--- config.mk ---
export PLATFORM = sky130hd
export DESIGN_NAME = alu_operand_stage_flat
export DESIGN_NICKNAME = d
export VERILOG_FILES = /design/src/rtl/mips_pkg.sv /design/src/rtl/alu_operand_stage_if.sv /design/src/rtl/regfile_2r1w.sv /design/src/rtl/alu_operand_stage.sv /design/src/flat_wrapper.sv
export SDC_FILE = /design/constraint.sdc
export NUM_CORES = 2
export LEC_CHECK = 0
export CAP_MARGIN = 25
export CORE_MARGIN = 2
export CORE_UTILIZATION = 40
export DETAILED_ROUTE_END_ITERATION = 8
export HOLD_SLACK_MARGIN = 0.1
export PLACE_DENSITY = 0.63
export SYNTH_ARGS = -nofsm -noshare
export SYNTH_HDL_FRONTEND = slang
export SYNTH_SLANG_ARGS = --single-unit
--- constraint.sdc ---
create_clock -name clk -period 5.1 [get_ports clk]
set_clock_uncertainty 0.2 [all_clocks]
set_input_delay 0.51 -clock clk [delete_from_list [all_inputs] [get_ports clk]]
set_output_delay 0.51 -clock clk [all_outputs]
set_load 0.02 [all_outputs]
--- src/rtl/mips_pkg.sv ---
// Shared MIPS datapath definitions.
//  DATA_W / ADDR_W / OP_W : default datapath, register-address and ALU-op widths
//  alu_op_e               : ALU operation encodings
//  REG_ZERO               : hardwired-zero register address
package mips_pkg;
  localparam int DATA_W = 32;
  localparam int ADDR_W = 5;
  localparam int OP_W   = 3;

  typedef enum logic [OP_W-1:0] {
    ALU_AND = 3'd0,
    ALU_OR  = 3'd1,
    ALU_ADD = 3'd2,
    ALU_SUB = 3'd3,
    ALU_SLT = 3'd4
  } alu_op_e;

  localparam logic [ADDR_W-1:0] REG_ZERO = '0;
endpackage

--- src/rtl/alu_operand_stage_if.sv ---
// Bus between decode/writeback and the operand stage, and from the stage to the ALU.
//  issue side : in_valid/in_ready, rs_addr, rt_addr, imm16, use_imm, imm_zext, op_in
//  write port : wr_en, wr_addr, wr_data
//  ALU side   : out_valid/out_ready, alu_a, alu_b, alu_op, rt_data
//  master = decode/ALU environment, slave = alu_operand_stage
interface alu_operand_stage_if #(
  parameter int DATA_W = mips_pkg::DATA_W,
  parameter int ADDR_W = mips_pkg::ADDR_W,
  parameter int OP_W   = mips_pkg::OP_W
);
  logic              in_valid;
  logic              in_ready;
  logic [ADDR_W-1:0] rs_addr;
  logic [ADDR_W-1:0] rt_addr;
  logic [15:0]       imm16;
  logic              use_imm;
  logic              imm_zext;
  logic [OP_W-1:0]   op_in;
  logic              wr_en;
  logic [ADDR_W-1:0] wr_addr;
  logic [DATA_W-1:0] wr_data;
  logic              out_valid;
  logic              out_ready;
  logic [DATA_W-1:0] alu_a;
  logic [DATA_W-1:0] alu_b;
  logic [OP_W-1:0]   alu_op;
  logic [DATA_W-1:0] rt_data;

  modport master (
    output in_valid, rs_addr, rt_addr, imm16, use_imm, imm_zext, op_in,
           wr_en, wr_addr, wr_data, out_ready,
    input  in_ready, out_valid, alu_a, alu_b, alu_op, rt_data
  );

  modport slave (
    input  in_valid, rs_addr, rt_addr, imm16, use_imm, imm_zext, op_in,
           wr_en, wr_addr, wr_data, out_ready,
    output in_ready, out_valid, alu_a, alu_b, alu_op, rt_data
  );
endinterface

--- src/rtl/regfile_2r1w.sv ---
// MIPS register file: two async read ports, one sync write port, $0 hardwired to 0.
//  clk, rst                    : clock, synchronous active-high reset (clears all regs)
//  wr_en_i/wr_addr_i/wr_data_i : write port (writes to $0 dropped)
//  ra_addr_i -> ra_data_o      : read port A
//  rb_addr_i -> rb_data_o      : read port B
// Build option REGFILE_BYPASS_EN: a read of the register being written this cycle
// returns wr_data_i (write-before-read); otherwise the old value is returned.
module regfile_2r1w import mips_pkg::*; #(
  parameter int DATA_W = mips_pkg::DATA_W,
  parameter int ADDR_W = mips_pkg::ADDR_W
) (
  input  logic              clk,
  input  logic              rst,
  input  logic              wr_en_i,
  input  logic [ADDR_W-1:0] wr_addr_i,
  input  logic [DATA_W-1:0] wr_data_i,
  input  logic [ADDR_W-1:0] ra_addr_i,
  output logic [DATA_W-1:0] ra_data_o,
  input  logic [ADDR_W-1:0] rb_addr_i,
  output logic [DATA_W-1:0] rb_data_o
);
  localparam int NREG = 2**ADDR_W;

  logic [DATA_W-1:0] regs_q [NREG];

  always_ff @(posedge clk) begin
    if (rst) begin
      for (int i = 0; i < NREG; i++) regs_q[i] <= '0;
    end else if (wr_en_i && wr_addr_i != ADDR_W'(REG_ZERO)) begin
      regs_q[wr_addr_i] <= wr_data_i;
    end
  end

  function automatic logic [DATA_W-1:0] rd(input logic [ADDR_W-1:0] a);
    if (a == ADDR_W'(REG_ZERO)) return '0;
`ifdef REGFILE_BYPASS_EN
    // No forwarding during reset: that write never lands.
    if (wr_en_i && !rst && wr_addr_i == a) return wr_data_i;
`endif
    return regs_q[a];
  endfunction

  assign ra_data_o = rd(ra_addr_i);
  assign rb_data_o = rd(rb_addr_i);
endmodule

--- src/rtl/alu_operand_stage.sv ---
// Operand-fetch stage ahead of the ALU. Reads rs/rt from the register file, builds
// operand B (R[rt] or sign/zero-extended imm16) and registers {A, B, op, R[rt]} in a
// one-entry valid/ready buffer.
//  clk, rst : clock, synchronous active-high reset
//  bus      : alu_operand_stage_if.slave (issue, writeback port, ALU output)
// Build option REGFILE_BYPASS_EN: same-cycle write data forwarded to rs/rt reads.
module alu_operand_stage import mips_pkg::*; #(
  parameter int DATA_W = mips_pkg::DATA_W,
  parameter int ADDR_W = mips_pkg::ADDR_W,
  parameter int OP_W   = mips_pkg::OP_W
) (
  input logic                 clk,
  input logic                 rst,
  alu_operand_stage_if.slave  bus
);
  logic [DATA_W-1:0] rs_val, rt_val, imm_ext, b_sel;
  logic              accept;

  logic              out_valid_q, out_valid_d;
  logic [DATA_W-1:0] a_q, a_d, b_q, b_d, rt_q, rt_d;
  logic [OP_W-1:0]   op_q, op_d;

  regfile_2r1w #(.DATA_W(DATA_W), .ADDR_W(ADDR_W)) u_rf (
    .clk       (clk),
    .rst       (rst),
    .wr_en_i   (bus.wr_en),
    .wr_addr_i (bus.wr_addr),
    .wr_data_i (bus.wr_data),
    .ra_addr_i (bus.rs_addr),
    .ra_data_o (rs_val),
    .rb_addr_i (bus.rt_addr),
    .rb_data_o (rt_val)
  );

  assign imm_ext = bus.imm_zext ? {{(DATA_W-16){1'b0}}, bus.imm16}
                                : {{(DATA_W-16){bus.imm16[15]}}, bus.imm16};
  assign b_sel   = bus.use_imm ? imm_ext : rt_val;

  // Buffer can take a new entry when empty or when its current entry leaves now.
  assign bus.in_ready = !out_valid_q || bus.out_ready;
  assign accept       = bus.in_valid && bus.in_ready;

  always_comb begin
    out_valid_d = out_valid_q;
    a_d         = a_q;
    b_d         = b_q;
    op_d        = op_q;
    rt_d        = rt_q;
    if (accept) begin
      out_valid_d = 1'b1;
      a_d         = rs_val;
      b_d         = b_sel;
      op_d        = bus.op_in;
      rt_d        = rt_val;
    end else if (bus.out_ready) begin
      out_valid_d = 1'b0;
    end
  end

  always_ff @(posedge clk) begin
    if (rst) begin
      out_valid_q <= 1'b0;
      a_q         <= '0;
      b_q         <= '0;
      op_q        <= '0;
      rt_q        <= '0;
    end else begin
      out_valid_q <= out_valid_d;
      a_q         <= a_d;
      b_q         <= b_d;
      op_q        <= op_d;
      rt_q        <= rt_d;
    end
  end

  assign bus.out_valid = out_valid_q;
  assign bus.alu_a     = a_q;
  assign bus.alu_b     = b_q;
  assign bus.alu_op    = op_q;
  assign bus.rt_data   = rt_q;
endmodule

--- src/flat_wrapper.sv ---
// flat-port wrapper written by rule: the top's interface ports become plain ports
module alu_operand_stage_flat import mips_pkg::*;
#(
  parameter int DATA_W = mips_pkg::DATA_W,
  parameter int ADDR_W = mips_pkg::ADDR_W,
  parameter int OP_W   = mips_pkg::OP_W
)
  (clk, rst, bus_in_valid, bus_rs_addr, bus_rt_addr, bus_imm16, bus_use_imm, bus_imm_zext, bus_op_in, bus_wr_en, bus_wr_addr, bus_wr_data, bus_out_ready, bus_in_ready, bus_out_valid, bus_alu_a, bus_alu_b, bus_alu_op, bus_rt_data);
  alu_operand_stage_if #(.DATA_W(DATA_W), .ADDR_W(ADDR_W), .OP_W(OP_W)) bus_i ();
  input logic clk;
  input logic rst;
  input wire logic [$bits(bus_i.in_valid)-1:0] bus_in_valid;
  input wire logic [$bits(bus_i.rs_addr)-1:0] bus_rs_addr;
  input wire logic [$bits(bus_i.rt_addr)-1:0] bus_rt_addr;
  input wire logic [$bits(bus_i.imm16)-1:0] bus_imm16;
  input wire logic [$bits(bus_i.use_imm)-1:0] bus_use_imm;
  input wire logic [$bits(bus_i.imm_zext)-1:0] bus_imm_zext;
  input wire logic [$bits(bus_i.op_in)-1:0] bus_op_in;
  input wire logic [$bits(bus_i.wr_en)-1:0] bus_wr_en;
  input wire logic [$bits(bus_i.wr_addr)-1:0] bus_wr_addr;
  input wire logic [$bits(bus_i.wr_data)-1:0] bus_wr_data;
  input wire logic [$bits(bus_i.out_ready)-1:0] bus_out_ready;
  output wire logic [$bits(bus_i.in_ready)-1:0] bus_in_ready;
  output wire logic [$bits(bus_i.out_valid)-1:0] bus_out_valid;
  output wire logic [$bits(bus_i.alu_a)-1:0] bus_alu_a;
  output wire logic [$bits(bus_i.alu_b)-1:0] bus_alu_b;
  output wire logic [$bits(bus_i.alu_op)-1:0] bus_alu_op;
  output wire logic [$bits(bus_i.rt_data)-1:0] bus_rt_data;
  assign bus_i.in_valid = bus_in_valid;
  assign bus_i.rs_addr = bus_rs_addr;
  assign bus_i.rt_addr = bus_rt_addr;
  assign bus_i.imm16 = bus_imm16;
  assign bus_i.use_imm = bus_use_imm;
  assign bus_i.imm_zext = bus_imm_zext;
  assign bus_i.op_in = bus_op_in;
  assign bus_i.wr_en = bus_wr_en;
  assign bus_i.wr_addr = bus_wr_addr;
  assign bus_i.wr_data = bus_wr_data;
  assign bus_i.out_ready = bus_out_ready;
  assign bus_in_ready = bus_i.in_ready;
  assign bus_out_valid = bus_i.out_valid;
  assign bus_alu_a = bus_i.alu_a;
  assign bus_alu_b = bus_i.alu_b;
  assign bus_alu_op = bus_i.alu_op;
  assign bus_rt_data = bus_i.rt_data;
  alu_operand_stage #(.DATA_W(DATA_W), .ADDR_W(ADDR_W), .OP_W(OP_W)) u_core (.clk(clk), .rst(rst), .bus(bus_i));
endmodule
==> summary.txt <==
Clock Latency Late Sink = 760 ps
WS Path Type = input port to register
Synth top area cells = edfxtp_1 (54%), mux4_2 (15%), and2_1 (11%)
Post-layout min period = 3470 ps
Chip Width = 383 um
R2R Setup Slk = 2180 ps
Yosys reg bits = 1124
Top-area cell type share of the netlist area = 0.535
Largest net degree at the start of global routing = 105
Critical Path RT = 5500 ps
Post-route setup slack = 1630 ps
Crit-path max FO = 38
Synth area leader = edfxtp_1
VDD IR-drop max = 0.000292 V
Worst R2R Start = u_core.bus.out_valid$_SDFFE_PP0P_
Worst path max stage delay = 610 ps
Die height = 383 um
GR Util All Layers = 0.278
Initial antenna violation count = 25
Async SR Flop Fraction = 0
Worst hold path type = input port to register
Clock tree from TritonCTS = built
I/O Pins = 174
Row Count = 139
Post-cts resize count = 0
Final Hold Viols = 0
Starting density of the core = 0.401
Multi-input gate area = 0.0236 mm2
Final setup TNS = 0 ps
Sequential-to-total area share from yosys stat = 0.570
Period utilization = 0.681
Startpoint class of the critical path = input port
Via count = 38775
LEAKAGE = 23.4 nW
Crit-path slowest cell = nand3_2
DRT antenna net count = 0
Post-CTS setup buffers = 0
Post-synthesis cell count = 4053
# setup viols final = 0
Register Area = 0.0328 mm2
Clock Path Buffers = 3
1st-iter DRT viols = 5843
H-tree level count = 3
Unrepaired setup endpoints after global routing = no
Post-DP HPWL = 128000 um
DRT Pass-1 Iters = 8
Worst hold endpoint = u_core.bus.out_valid$_SDFFE_PP0P_
Crit end category = register
First-pass GRT wire length = 290000 um
Number of fillers in the final layout = 12309
Routability cong. = 0.886
Path depth of the worst reg2reg path = 6
Worst Hold Launch = bus_in_valid
Final wirelength = 206000 um
Clk sinks = 1124
Critical-path cell list = dlygate4sd3_1 > buf_4 > nor2b_1 > nand3_2 > buf_4 > nor2_4 > buf_4 > and2_1
Clock-pin transition on the worst setup and hold timing paths = 60 ps
Worst path arrival time = 3870 ps
Final core occ = 0.466
Place WS = 1270 ps
Reg-to-reg endpoint = u_core.bus.alu_a[17]$_SDFFE_PP0P_
Area Growth Syn to Fin = 16.0%
Final #Nets = 4205
Root buf cell = clkbuf_16
Post-synth EDFFs = 1024
Crit path max-delay family = buffers and inverters
Worst path most repeated cell = buf_4
IO buf count = 173
P per Cell Area = 340 mW/mm2
DR vias/cell = 6.31
Ratio of cells with drive above 1 in the final layout = 0.198
Synth unique cells = 43
Post-cts hold buffer count = 4
Die area = 0.147 mm2
Vias in the first global route = 37994
Slew HR = 0.236
Synthesized area per cell = 14.2 um2
Synth Flop Type = edfxtp_1
WP buf/inv = 4
DRC violations left = 0
Worst Hold Depth = 3
Power, Total = 22.7 mW
Post-synthesis cell area = 0.0575 mm2
Synth Warn # = 0
Max-cap violations = 0
Outcome = completed
Slew Limit Fails = 0
Fmax = 0.288 GHz
Total CTS buffers = 117
Core box area = 0.143 mm2
Worst Tran Pin Value = 1140 ps
Post-DR wirelength/cell = 33.5 um
Total grt overflow = 0
area by class of cell:
type                    instances  area share
multi-input cells            2535       0.354
repair buffers                351      0.0588
clock buffers                 146      0.0479
inverters                       3    0.000188
well taps                    1903      0.0357
diodes                          5    0.000188
clock inverters                75      0.0117
flip-flops and latches       1124       0.491
sequential cells by signal, indices dropped and copies added (netlist names):
| register | flops |
|---|---|
| u_core.bus.alu_a | 32 |
| u_core.bus.rt_data | 32 |
| u_core.bus.alu_op | 3 |
| u_core.bus.out_valid | 1 |
| u_core.bus.alu_b | 32 |
| u_core.u_rf.regs_q | 1024 |
power by group:
part           internal (mW)  switching, mW  total [mW]
combinational           1.13           1.66        2.79
clock                   5.15           3.85        9.00
sequential              10.6          0.332        10.9
through the flow:
| stage | std cells | area (um2) | hold slack, ps |
|---|---|---|---|
| floorplan | 4084 | 57600 | 321 |
| global placement | 5886 | 62100 | 231 |
| detailed placement | 5906 | 62500 | 235 |
| CTS | 6131 | 66500 | 197 |
| global route | 6137 | 66700 | 269 |
| finish | 6142 | 66700 | 230 |
worst max path at each step:
stage | startpoint | to | slack [ps] | depth (start not counted)
final | rst | u_core.u_rf.regs_q[31][11]$_SDFFCE_PN0P_ | 1630 | 8
after global placement | bus_wr_en | u_core.u_rf.regs_q[19][30]$_SDFFCE_PN0P_ | 1330 | 7
after detailed placement | bus_wr_en | u_core.u_rf.regs_q[31][11]$_SDFFCE_PN0P_ | 1270 | 7
after global routing | rst | u_core.u_rf.regs_q[31][11]$_SDFFCE_PN0P_ | 1540 | 8
after floorplan | bus_wr_en | u_core.u_rf.regs_q[30][0]$_SDFFCE_PN0P_ | 980 | 4
after CTS | rst | u_core.u_rf.regs_q[31][11]$_SDFFCE_PN0P_ | 1730 | 8
cells by family after synthesis:
kind of cell	count (synthesis)	synth area share
DFF	1124	0.570
AOI/OAI and AO/OA	490	0.0587
and+or+nand+nor	1315	0.135
muxes	698	0.205
buffers and inverters	425	0.0318
other	1	0.0000653
worst register-to-register path, stage by stage (launching register included):
cell and delay (ps):
dfxtp_1 320, nand2b_2 130, nand2_1 80, or4_2 1110, buf_4 420, nor4_1 430
a211o_1 160
routing by layer:
metal | global-route usage | share of wire | vias up
met3 | 0.0676 | 0.12 | 512
met5 | 0 | 0.00066 | -
met4 | 0.137 | 0.054 | 20
met1 | 0.370 | 0.38 | 19844
li1 | - | - | 15695
met2 | 0.425 | 0.45 | 2704
cells in the mapped netlist, types with 55 or more instances:
master	number
o22ai_1	132
o221ai_1	128
mux4_2	381
o21ai_0	55
buf_2	74
mux2i_1	317
dfxtp_1	100
nor2_1	125
a21oi_1	101
and2_1	994
clkbuf_1	314
nand2_1	65
edfxtp_1	1024
cell usage in the layout (no fill, tap or decap), types with 33 or more instances in the layout:
cell type and instances:
nor3_1 33, dfxtp_1 100, nand2_1 65, clkdlybuf4s50_1 164, buf_12 42, nor2_1 92, buf_4 113, mux2i_1 317
and2_1 993, o221ai_1 128, clkbuf_16 123, nor4_1 39, o22ai_1 132, a21oi_1 101, mux4_2 381, edfxtp_1 1024
nor2_4 33
No activity file was read; power rests on OpenSTA's default activity.
